### config.mk
export PLATFORM = sky130hd
export DESIGN_NAME = booth_acc
export DESIGN_NICKNAME = d
export VERILOG_FILES = /design/src/rtl/booth_pkg.sv /design/src/rtl/booth_acc_add.sv /design/src/rtl/booth_acc.sv
export SDC_FILE = /design/constraint.sdc
export NUM_CORES = 1
export LEC_CHECK = 0
export ABC_AREA = 1
export ABC_CLOCK_PERIOD_IN_PS = 2200
export BUFFER_PORTS_ARGS = -buffer_cell sky130_fd_sc_hd__buf_2
export CELL_PAD_IN_SITES_DETAIL_PLACEMENT = 0
export CELL_PAD_IN_SITES_GLOBAL_PLACEMENT = 2
export CORE_MARGIN = 3
export CORE_UTILIZATION = 29
export DETAILED_ROUTE_END_ITERATION = 8
export PLACE_DENSITY_LB_ADDON = 0.1
export SYNTH_ARGS = -nofsm -noshare
export SYNTH_HDL_FRONTEND = slang
export SYNTH_SLANG_ARGS = --single-unit
### constraint.sdc
create_clock -name CLK -period 2.2 [get_ports CLK]
set_clock_uncertainty 0.2 [all_clocks]
set_input_delay 0.11 -clock CLK [delete_from_list [all_inputs] [get_ports CLK]]
set_output_delay 0.11 -clock CLK [all_outputs]
set_load 0.02 [all_outputs]
### src/rtl/booth_pkg.sv
// Shared definitions for the Booth multiplier accumulator back end.
package booth_pkg;

    // Width of the signed product delivered by the Booth multiplier.
    localparam int unsigned PROD_W = 16;

    // Default accumulator and term-counter widths.
    localparam int unsigned ACC_W_DEF = 24;
    localparam int unsigned CNT_W_DEF = 8;

    typedef enum logic [1:0] {
        IDLE  = 2'd0,
        ACCUM = 2'd1,
        DONE  = 2'd2
    } acc_state_t;

endpackage

### src/rtl/booth_acc_add.sv
// Combinational signed add of a sign-extended product into the accumulator.
// Detects signed overflow; with BOOTH_ACC_SAT_EN defined the result clamps to
// the signed limit in the direction of the addend, otherwise it wraps.
module booth_acc_add
    import booth_pkg::*;
#(
    parameter int unsigned ACC_W = ACC_W_DEF
) (
    input  logic [ACC_W-1:0]  acc,
    input  logic [PROD_W-1:0] prod,
    output logic [ACC_W-1:0]  sum,
    output logic              ovf
);

    logic [ACC_W-1:0] addend;
    logic [ACC_W-1:0] raw;

    // Sign-extend the product, add, and flag overflow from the operand/result signs.
    always_comb begin
        addend = {{(ACC_W - PROD_W){prod[PROD_W-1]}}, prod};
        raw    = acc + addend;
        ovf    = (acc[ACC_W-1] == addend[ACC_W-1]) && (raw[ACC_W-1] != acc[ACC_W-1]);
`ifdef BOOTH_ACC_SAT_EN
        if (ovf) begin
            // Both operands share a sign on overflow, so the addend sign picks the limit.
            sum = addend[ACC_W-1] ? {1'b1, {(ACC_W - 1){1'b0}}}
                                  : {1'b0, {(ACC_W - 1){1'b1}}};
        end else begin
            sum = raw;
        end
`else
        sum = raw;
`endif
    end

endmodule

### src/rtl/booth_acc.sv
// Signed multiply-accumulate back end for the 8x8 radix-4 Booth multiplier.
// Sums a programmed number of 16-bit products into an ACC_W-bit accumulator
// and strobes acc_valid for one cycle when the run completes.
// Optional saturation: define BOOTH_ACC_SAT_EN (see booth_acc_add).
module booth_acc
    import booth_pkg::*;
#(
    parameter int unsigned ACC_W = ACC_W_DEF,
    parameter int unsigned CNT_W = CNT_W_DEF
) (
    input  logic              CLK,
    input  logic              RST,
    input  logic              start,
    input  logic [CNT_W-1:0]  num_terms,
    input  logic              prod_valid,
    input  logic [PROD_W-1:0] prod,
    output logic              prod_ready,
    output logic [ACC_W-1:0]  acc_out,
    output logic              acc_valid,
    output logic              busy,
    output logic              ovf
);

    acc_state_t       state_q, state_d;
    logic [CNT_W-1:0] remaining_q, remaining_d;
    logic [ACC_W-1:0] acc_q, acc_d;
    logic             ovf_q, ovf_d;

    logic [ACC_W-1:0] add_sum;
    logic             add_ovf;

    booth_acc_add #(
        .ACC_W (ACC_W)
    ) u_add (
        .acc  (acc_q),
        .prod (prod),
        .sum  (add_sum),
        .ovf  (add_ovf)
    );

    // State, counter and accumulator registers with synchronous reset.
    always_ff @(posedge CLK) begin
        if (RST) begin
            state_q     <= IDLE;
            remaining_q <= '0;
            acc_q       <= '0;
            ovf_q       <= 1'b0;
        end else begin
            state_q     <= state_d;
            remaining_q <= remaining_d;
            acc_q       <= acc_d;
            ovf_q       <= ovf_d;
        end
    end

    // Next-state logic: start only counts in IDLE; DONE lasts a single cycle.
    always_comb begin
        state_d     = state_q;
        remaining_d = remaining_q;
        acc_d       = acc_q;
        ovf_d       = ovf_q;
        unique case (state_q)
            IDLE: begin
                if (start) begin
                    remaining_d = num_terms;
                    acc_d       = '0;
                    ovf_d       = 1'b0;
                    state_d     = (num_terms == '0) ? DONE : ACCUM;
                end
            end
            ACCUM: begin
                // prod_ready is high throughout ACCUM, so valid alone means accept.
                if (prod_valid) begin
                    acc_d       = add_sum;
                    ovf_d       = ovf_q | add_ovf;
                    remaining_d = remaining_q - CNT_W'(1);
                    if (remaining_q == CNT_W'(1)) begin
                        state_d = DONE;
                    end
                end
            end
            DONE: begin
                state_d = IDLE;
            end
            default: begin
                state_d = IDLE;
            end
        endcase
    end

    // Outputs decode the registered state only.
    always_comb begin
        prod_ready = (state_q == ACCUM);
        acc_valid  = (state_q == DONE);
        busy       = (state_q != IDLE);
        acc_out    = acc_q;
        ovf        = ovf_q;
    end

endmodule
==> summary.md <==
| Metric | Value |
|---|---|
| Status | finished clean |
| Pin count of the biggest net entering global routing | 29 |
| Vias in the first global route | 3481 |
| First-pass GRT wire length | 17400 um |
| Via count | 3589 |
| Synth async-reset ratio | 0% |
| Post-Syn Instances | 570 |
| Area delta synth->final | 23.7% |
| Die boundary width | 112 um |
| RSZ-0062 raised after global routing | false |
| Grt ovf | 0 |
| CTS sink cnt | 35 |
| Avg Cell Area, Syn | 5.75 um^2 |
| CTS tree | yes |
| Slew Limit Fails | 0 |
| Crit path DAT | 2.06 ns |
| Number of diodes | 0 |
| Yosys warns | 0 |
| Drt drc | 0 |
| Final Hold Viols | 0 |
| Crit path launch type | flip-flop |
| DR vias/cell | 4.59 |
| Distinct cells, synth | 34 |
| Share of layout cells above drive strength 1 | 16.8% |
| Achievable frequency | 490 MHz |
| Leakage | 0.00220 uW |
| Setup tns final | 0 ns |
| Min Tclk post-route | 2.04 ns |
| Detailed Route WL | 10700 um |
| Worst path required time | 2.22 ns |
| Max FO, Critical Path | 4 |
| Top cell type's share of synthesized area | 23.1% |
| First DRT Iteration DRCs | 144 |
| Sequential area share after synthesis | 21.4% |
| Initial DRT Pass Iterations | 4 |
| Gpl congestion | 0.837 |
| Initial Util | 30.0% |
| FP Rows | 38 |
| EDFF count, synth | 0 |
| CTS clk-pin slew, worst paths | 0.06 ns |
| Global-route usage over all layers | 17.1% |
| Worst Max-Slew Pin Slew | 0.387 ns |
| H-tree depth | 2 |
| Worst IR Drop VDD | 0.381 mV |
| Area after DPL | 3770 um^2 |
| # IOs | 56 |
| Slew Limit Headroom | 74.2% |
| CTS root buffer | clkbuf_16 |
| Tot Pwr | 2530 uW |
| Largest area contributor in the netlist | nand2_1 |
| Synth Cell Area | 3280 um^2 |
| Die area | 12600 um^2 |
| Post-CTS Setup Inserts | 0 |
| Skew-Pair Late Insertion Delay | 0.28 ns |
| Hold WS | 0.000411 ns |
| Register bit total from synthesis | 35 |
| Worst hold path class | input pin to flip-flop |
| Worst setup EP type | flip-flop |
| Pwr/cell area | 625 nW/um^2 |
| Fillcell total | 1240 |
| Max cap viols | 0 |
| Synth Flop Type | dfxtp_1 |
| Die Ht | 112 um |
| Core area | 10900 um^2 |
| Final setup viols | 0 |
| Synth Net Count | 624 |
| Pre-CTS WS | 0.108 ns |
| Fin nets | 695 |
| CP Class | flip-flop to flip-flop |
| Dpl hpwl | 8480 um |
| Total CTS buffers | 5 |
| IO Port Bufs | 55 |
| Final period util | 92.7% |
| Initial antenna violation count | 0 |
| Max Buffers Root-to-Sink | 2 |
| Area contributors post-synth | nand2_1, dfxtp_1, inv_1, ha_1, a21oi_1 |
| Post-route ant nets | 0 |
| WL per Instance | 13.6 um |
| Post-route setup slack | 0.160 ns |
| Design Area, Final | 4060 um^2 |
per-layer routing:
metal / track usage [%] / part of all wire, %
met2: 29.7 / 48
met5: 0 / 0
met4: 4.01 / 0.80
met1: 22.5 / 47
met3: 2.53 / 3.4
logic make-up (layout without fill, tap and decap cells):
kind of cell,Yosys count,after routing,synth area share [%]
buffers and inverters,109,181,13.1
adder cells (fa/ha/maj),26,26,10.2
AND/OR/NAND/NOR,330,330,43.3
AO/OA/AOI/OAI,67,67,11.2
flip-flops,35,35,21.4
XOR/XNOR,3,3,0.802
layout by cell type, fill, tap and decap left out, types with 2 or more instances in the layout:
cell type / netlist / routed
o21ai_0: 13 / 13
a21oi_1: 43 / 41
buf_2: 1 / 55
nand3_1: 41 / 41
inv_1: 95 / 95
buf_4: 3 / 10
nor3_1: 4 / 4
nand3b_1: 6 / 6
nand2_2: 11 / 12
nand4_1: 6 / 6
dlygate4sd3_1: 0 / 7
or2_0: 2 / 2
nor2_2: 7 / 7
bufinv_16: 0 / 2
nand2_1: 202 / 201
inv_2: 4 / 4
a21oi_2: 1 / 3
a31oi_1: 2 / 2
ha_1: 25 / 23
dfxtp_1: 35 / 35
clkbuf_16: 0 / 5
nor2_1: 46 / 46
o211ai_1: 4 / 4
xor2_1: 3 / 3
registers in the layout, summed over array words and instances (netlist names):
| register | count |
|---|---|
| acc_out | 24 |
| ovf | 1 |
| remaining_q | 8 |
| state_q | 2 |
worst max-delay path: stages (launching register included):
cell and delay [ns]:
dfxtp_1 0.33, ha_1 0.21, fa_2 0.37, nand2_2 0.08
nand2_1 0.07, nand3_1 0.07, nand2_1 0.17, nand2_1 0.15
nand3_1 0.09, nand2_1 0.06, nand3_1 0.07, a21oi_1 0.12
cell type report:
| type | count | area (um^2) | share of cell area (%) |
|---|---|---|---|
| clock inverter | 2 | 60.1 | 1.48 |
| tap | 140 | 175 | 4.32 |
| timing repair buffer | 73 | 440 | 10.9 |
| sequential | 35 | 701 | 17.3 |
| multi-input combinational | 426 | 2170 | 53.6 |
| inverter | 100 | 375 | 9.26 |
| clock buffer | 6 | 129 | 3.18 |
synth_stat cells, types with 6 or more instances:
library cell,number
dfxtp_1,35
a21oi_1,43
nand2_1,202
ha_1,25
nand4_1,6
nor2_1,46
nand2_2,11
nor2_2,7
nand3b_1,6
inv_1,95
o21ai_0,13
nand3_1,41
timing repair:
action,CTS,global route
gates resized for setup,0,7
endpoints found under the setup margin,0,7
hold buffers,7,0
endpoints found under the hold margin,7,0
power by group:
group / internal [uW] / leakage [uW] / switching (uW)
Combinational: 298 / 0.00182 / 554
Clock: 651 / 0.0000911 / 296
Sequential: 691 / 0.000285 / 43.7
Total: 1640 / 0.00220 / 894
path summary, 6_finish.rpt:
kind | slack, ns | start | depth (start not counted) | endpoint
max | 0.16 | acc_out[0]$_SDFFE_PP0P_ | 11 | acc_out[22]$_SDFFE_PP0P_
min | 0.0004 | num_terms[7] | 5 | remaining_q[7]$_SDFFE_PP0P_
max reg2reg | 0.16 | acc_out[0]$_SDFFE_PP0P_ | 11 | acc_out[22]$_SDFFE_PP0P_
min reg2reg | 0.26 | ovf$_SDFFE_PP0P_ | 2 | ovf$_SDFFE_PP0P_
per-stage QoR:
stage | instances | utilization, %
CTS | 782 | 36.8
global route | 782 | 37.1
detailed placement | 767 | 34.5
global placement | 767 | 34.5
finish | 782 | 37.1
floorplan | 570 | -
(Power assumes the default switching activity.)
